==> src/rtl/pwm_dac_multi.sv <==
`default_nettype none
// ============================================================================
//  Module      : pwm_dac_multi
//  Description : Multi-channel PWM DAC with one shared period counter,
//                double-buffered duty/period/mode and edge/center alignment.
//  Revision    : 1.0 - initial release
// ============================================================================
module pwm_dac_multi #(
  parameter int NUM_CH = 4,
  parameter int WIDTH  = 10,
  parameter int CH_W   = (NUM_CH > 1) ? $clog2(NUM_CH) : 1
) (
  input  logic              clk,
  input  logic              reset,
  input  logic              enable,
  input  logic [WIDTH-1:0]  period,
  input  logic              center_mode,
  input  logic              duty_wr_en,
  input  logic [CH_W-1:0]   duty_wr_ch,
  input  logic [WIDTH-1:0]  duty_wr_data,
  output logic [NUM_CH-1:0] pwm_out,
  output logic              zero,
  output logic [NUM_CH-1:0] update_pending
);

  localparam logic [0:0]       c_DIR_UP   = 1'b0;
  localparam logic [0:0]       c_DIR_DOWN = 1'b1;
  localparam logic [WIDTH-1:0] c_ONE      = WIDTH'(1);

  logic [WIDTH-1:0]  r_cnt;
  logic [0:0]        r_dir;
  logic [WIDTH-1:0]  w_cnt_next;
  logic [0:0]        w_dir_next;

  logic [WIDTH-1:0]  r_sh_period;
  logic              r_sh_mode;
  logic [WIDTH-1:0]  r_act_period;
  logic              r_act_mode;
  logic [WIDTH-1:0]  r_sh_duty  [NUM_CH];
  logic [WIDTH-1:0]  r_act_duty [NUM_CH];
  logic [NUM_CH-1:0] r_pending;

  logic              w_boundary;
  logic [WIDTH-1:0]  w_eff_period;
  logic              w_eff_mode;
  logic [WIDTH-1:0]  w_eff_duty [NUM_CH];
  logic              w_wr_valid;
  logic [NUM_CH-1:0] w_wr_hit;
  logic [NUM_CH-1:0] w_pending_next;
  logic [NUM_CH-1:0] w_pwm_next;

  assign w_boundary     = enable && (r_cnt == '0) && (r_dir == c_DIR_UP);
  // At a boundary the freshly promoted values already govern this cycle.
  assign w_eff_period   = w_boundary ? r_sh_period : r_act_period;
  assign w_eff_mode     = w_boundary ? r_sh_mode   : r_act_mode;
  assign update_pending = r_pending;

  generate
    if (NUM_CH == (1 << CH_W)) begin : g_full_ch
      assign w_wr_valid = duty_wr_en;
    end else begin : g_partial_ch
      assign w_wr_valid = duty_wr_en && (32'(duty_wr_ch) < 32'(NUM_CH));
    end
    for (genvar gi = 0; gi < NUM_CH; gi++) begin : g_hit
      assign w_wr_hit[gi]       = w_wr_valid && (duty_wr_ch == CH_W'(gi));
      assign w_pending_next[gi] = w_boundary ? 1'b0 : (r_pending[gi] | w_wr_hit[gi]);
    end
  endgenerate

  // A write landing on a boundary beats the older shadow value.
  always_comb begin
    for (int i = 0; i < NUM_CH; i++) begin
      w_eff_duty[i] = r_act_duty[i];
      if (w_boundary) begin
        if (w_wr_hit[i]) begin
          w_eff_duty[i] = duty_wr_data;
        end else if (r_pending[i]) begin
          w_eff_duty[i] = r_sh_duty[i];
        end
      end
    end
  end

  always_ff @(posedge clk or posedge reset) begin
    if (reset) begin
      r_cnt <= '0;
      r_dir <= c_DIR_UP;
    end else if (enable) begin
      r_cnt <= w_cnt_next;
      r_dir <= w_dir_next;
    end
  end

  always_comb begin
    w_cnt_next = r_cnt;
    w_dir_next = r_dir;
    if (w_eff_period == '0) begin
      w_cnt_next = '0;
      w_dir_next = c_DIR_UP;
    end else if ((r_dir == c_DIR_DOWN) || (w_eff_mode && (r_cnt >= w_eff_period))) begin
      w_cnt_next = r_cnt - c_ONE;
      w_dir_next = (r_cnt == c_ONE) ? c_DIR_UP : c_DIR_DOWN;
    end else if (r_cnt >= w_eff_period) begin
      w_cnt_next = '0;
      w_dir_next = c_DIR_UP;
    end else begin
      w_cnt_next = r_cnt + c_ONE;
      w_dir_next = c_DIR_UP;
    end
  end

  always_comb begin
    for (int i = 0; i < NUM_CH; i++) begin
      w_pwm_next[i] = (r_cnt < w_eff_duty[i]);
    end
  end

  always_ff @(posedge clk or posedge reset) begin
    if (reset) begin
      r_sh_period  <= '0;
      r_sh_mode    <= 1'b0;
      r_act_period <= '0;
      r_act_mode   <= 1'b0;
      r_pending    <= '0;
      pwm_out      <= '0;
      zero         <= 1'b0;
      for (int i = 0; i < NUM_CH; i++) begin
        r_sh_duty[i]  <= '0;
        r_act_duty[i] <= '0;
      end
    end else begin
      r_sh_period <= period;
      r_sh_mode   <= center_mode;
      r_pending   <= w_pending_next;
      if (enable) begin
        pwm_out <= w_pwm_next;
        zero    <= w_boundary;
      end
      if (w_boundary) begin
        r_act_period <= r_sh_period;
        r_act_mode   <= r_sh_mode;
      end
      for (int i = 0; i < NUM_CH; i++) begin
        if (w_wr_hit[i]) begin
          r_sh_duty[i] <= duty_wr_data;
        end
        if (w_boundary) begin
          r_act_duty[i] <= w_eff_duty[i];
        end
      end
    end
  end

endmodule
`default_nettype wire

==> config.mk <==
export PLATFORM = sky130hd
export DESIGN_NAME = pwm_dac_multi
export DESIGN_NICKNAME = d
export VERILOG_FILES = /design/src/rtl/pwm_dac_multi.sv
export SDC_FILE = /design/constraint.sdc
export NUM_CORES = 1
export LEC_CHECK = 0
export ABC_AREA = 1
export CAP_MARGIN = 10
export CORE_MARGIN = 8
export CORE_UTILIZATION = 60
export CTS_CLUSTER_SIZE = 40
export DETAILED_ROUTE_END_ITERATION = 8
export PLACE_DENSITY = 0.8
export SLEW_MARGIN = 10
export SYNTH_ARGS = -nofsm -noshare
export SYNTH_HDL_FRONTEND = slang
export SYNTH_SLANG_ARGS = --single-unit
==> constraint.sdc <==
create_clock -name clk -period 9.15 [get_ports clk]
set_input_delay 2.2875 -clock clk [delete_from_list [all_inputs] [get_ports clk]]
set_output_delay 2.2875 -clock clk [all_outputs]
set_load 0.02 [all_outputs]
==> impl_metrics.ini <==
[run_status]
status = completed

[sta]
tightestPinTransition_ns = 0.929
fin_setup_tns_ns = 0
min_period_over_period = 0.606
finalWorstSetupSlack_ns = 3.60
finalSetupViolations = 0
fin_skew_ns = 0.00552
timing.fmax_mhz = 180
final-hold-violation-count = 0
final.min_clock_period_ns = 5.55
whs_ns = 0.472
rsz0062_at_grt = no
relSlewSlack = 0.379
slew_violations = 0

[worst_setup_path]
crit_path_end_kind = register
crit_path_end = r_cnt[3]
cp.arrival_ns = 5.90
reg2reg_depth = 21
rrSetupSlack_ns = 5.35
reg2reg_to = r_cnt[3]
r2r-start = r_cnt[0]
worst-setup-path-type = input pin to register
required_ns = 9.50
crit_fanout = 36
worstSetupStartpointType = input pin
setup.worst_path.start = enable

[synthesis]
netlist_instances = 866
ys_seq_area_frac = 0.448
syn_avg_cell_area_um2 = 7.87
syn_nets = 943
ys_warn_count = 0
synth.ff_latch_count = 122
yosysUniqueCellTypes = 29
synth_area_um2 = 6810

[global_routing]
grt_pass1_vias = 5545
antenna_found_initial = 0
grt_max_degree = 76
use_met3 = 0.0455
grt_usage = 0.236
grt_pass1_wl_um = 27200
grt_use_met2 = 0.374
use_met1 = 0.302
overflow = 0
grt-busiest-layer = met2

[drt]
routed_wl_um = 16500
routedWlPerCell_um = 15.6
via_per_inst = 5.36
ant_nets = 0
drtPass1Iterations = 5
drc = 0
num_vias = 5667
drtIter0Drc = 484

[finish]
stdcell_area_um2 = 7820
mostFrequentLayoutCell = nand2_1
areaGrowthSynthToFinish_pct = 14.7
final_nets = 979
n_antenna_cell = 0
most-common-layout-cells = 235 x nand2_1, 141 x inv_1, 122 x dfrtp_1
utilization = 0.693
layout-drive-gt1-share = 0.0656

[floorplan]
die-area_um2 = 15000
rows = 39
core_um2 = 11300
dieWidth_um = 123
io-pin-count = 36
start_util = 0.605
die_h_um = 123

[placed_design]
io_buffers = 35
hpwl_um = 11200
gp_congestion = 0.924
dpl-instance-area_um2 = 7250
post-place-ws_ns = 3.24

[cts]
clk_pin_slew_ns = 0.05
worstSkewPairLatency_ns = 0.42
cts_buffers = 17
post_cts_buffers = 0
cts_max_level = 4
cts_sinks = 122
cts_resized = 0
cts_hold_buf = 0
cts_tree = built
clockBufferDepth = 2
root_buffer = clkbuf_16

[pwr]
vdd_drop_max_uv = 237
leakagePower_nw = 4.17
pwr_density_cell_nw_per_um2 = 333

[min_path]
hold_class = register to register

[job]
cap_violations = 0
## worst max-delay path, cell delays in order
cell	delay, ns
clkdlybuf4s50_1	0.84
nand3_1	0.22
nor2_4	0.21
nand2_4	0.15
inv_2	0.48
nand2_1	0.13
nand2_2	0.11
inv_1	0.05
ha_1	0.26
nand2_1	0.07
inv_1	0.04
nand2_1	0.05
nand2_1	0.05
nand2_1	0.13
nand3_1	0.20
nor2_1	0.27
nand3_1	0.10
nand2_1	0.08
nand3_1	0.07
nand2_1	0.08
## metal layers
metal  wire length [um]  part of all wire  up-vias
met5                  0                 0        -
met4                532             0.032        0
met2               7720              0.47      176
li1                   -                 -     2813
met3                949             0.058       44
met1               7280              0.44     2634
## cells by family (layout without fill, tap and decap cells)
kind of cell,count (synthesis),count (layout),synth area share
fa+ha+maj,50,50,0.0918
buf+inv,166,215,0.0966
flops,122,122,0.448
xor+xnor,10,10,0.0129
simple gates,390,390,0.252
compound gates,128,128,0.0982
## state kept, by name (all words and copies together), names as in the netlist
signal	flops
r_act_mode	1
update_pending	4
r_cnt	10
r_act_period	10
pwm_out	4
r_sh_period	10
r_sh_duty	40
r_act_duty	40
zero	1
r_dir	1
r_sh_mode	1
## metrics by stage
step	total power [mW]	cells
floorplan	1.64	866
global placement	1.90	1026
detailed placement	1.95	1026
CTS	2.60	1058
global route	2.82	1058
finish	2.60	1058
## worst min path at each step
stage / from / endpoint / cells past startpoint
detailed placement: r_act_duty[2] / r_act_duty[2] / 2
global placement: r_act_duty[2] / r_act_duty[2] / 2
finish: r_act_duty[9] / r_act_duty[9] / 2
global route: r_sh_duty[9] / r_sh_duty[9] / 2
CTS: r_sh_duty[9] / r_sh_duty[9] / 2
floorplan: r_act_duty[1] / r_act_duty[1] / 2
## report_power, final
| part | total (mW) | switching (mW) | internal (mW) |
|---|---|---|---|
| logic | 1.10 | 0.693 | 0.407 |
| clock network | 0.643 | 0.240 | 0.403 |
| registers | 0.858 | 0.145 | 0.714 |
## Yosys cell counts (all sizes together)
cell type / number / share of area
clkbuf: 11 / 0.0061
nor2: 52 / 0.035
nand4: 3 / 0.0028
xnor2: 1 / 0.0013
nand2: 244 / 0.14
or2: 1 / 0.00092
a21oi: 19 / 0.014
o211ai: 6 / 0.0066
nor3b: 1 / 0.0011
o21a: 1 / 0.0011
xor2: 9 / 0.012
ha: 50 / 0.092
a211o: 3 / 0.0039
nand3: 70 / 0.055
inv: 147 / 0.081
nand3b: 6 / 0.0066
nor3: 4 / 0.0029
dfrtp: 122 / 0.45
o21ai: 99 / 0.073
and2: 9 / 0.0083
buf: 8 / 0.0095
## layout make-up
type	count	area [um2]
flip-flops and latches	122	3050
repair buffers	36	358
clock buffers	18	439
fillers	892	3460
inverters	147	554
multi-input cells	578	3100
clock inverters	14	129
well taps	143	179
(Power assumes the default switching activity.)
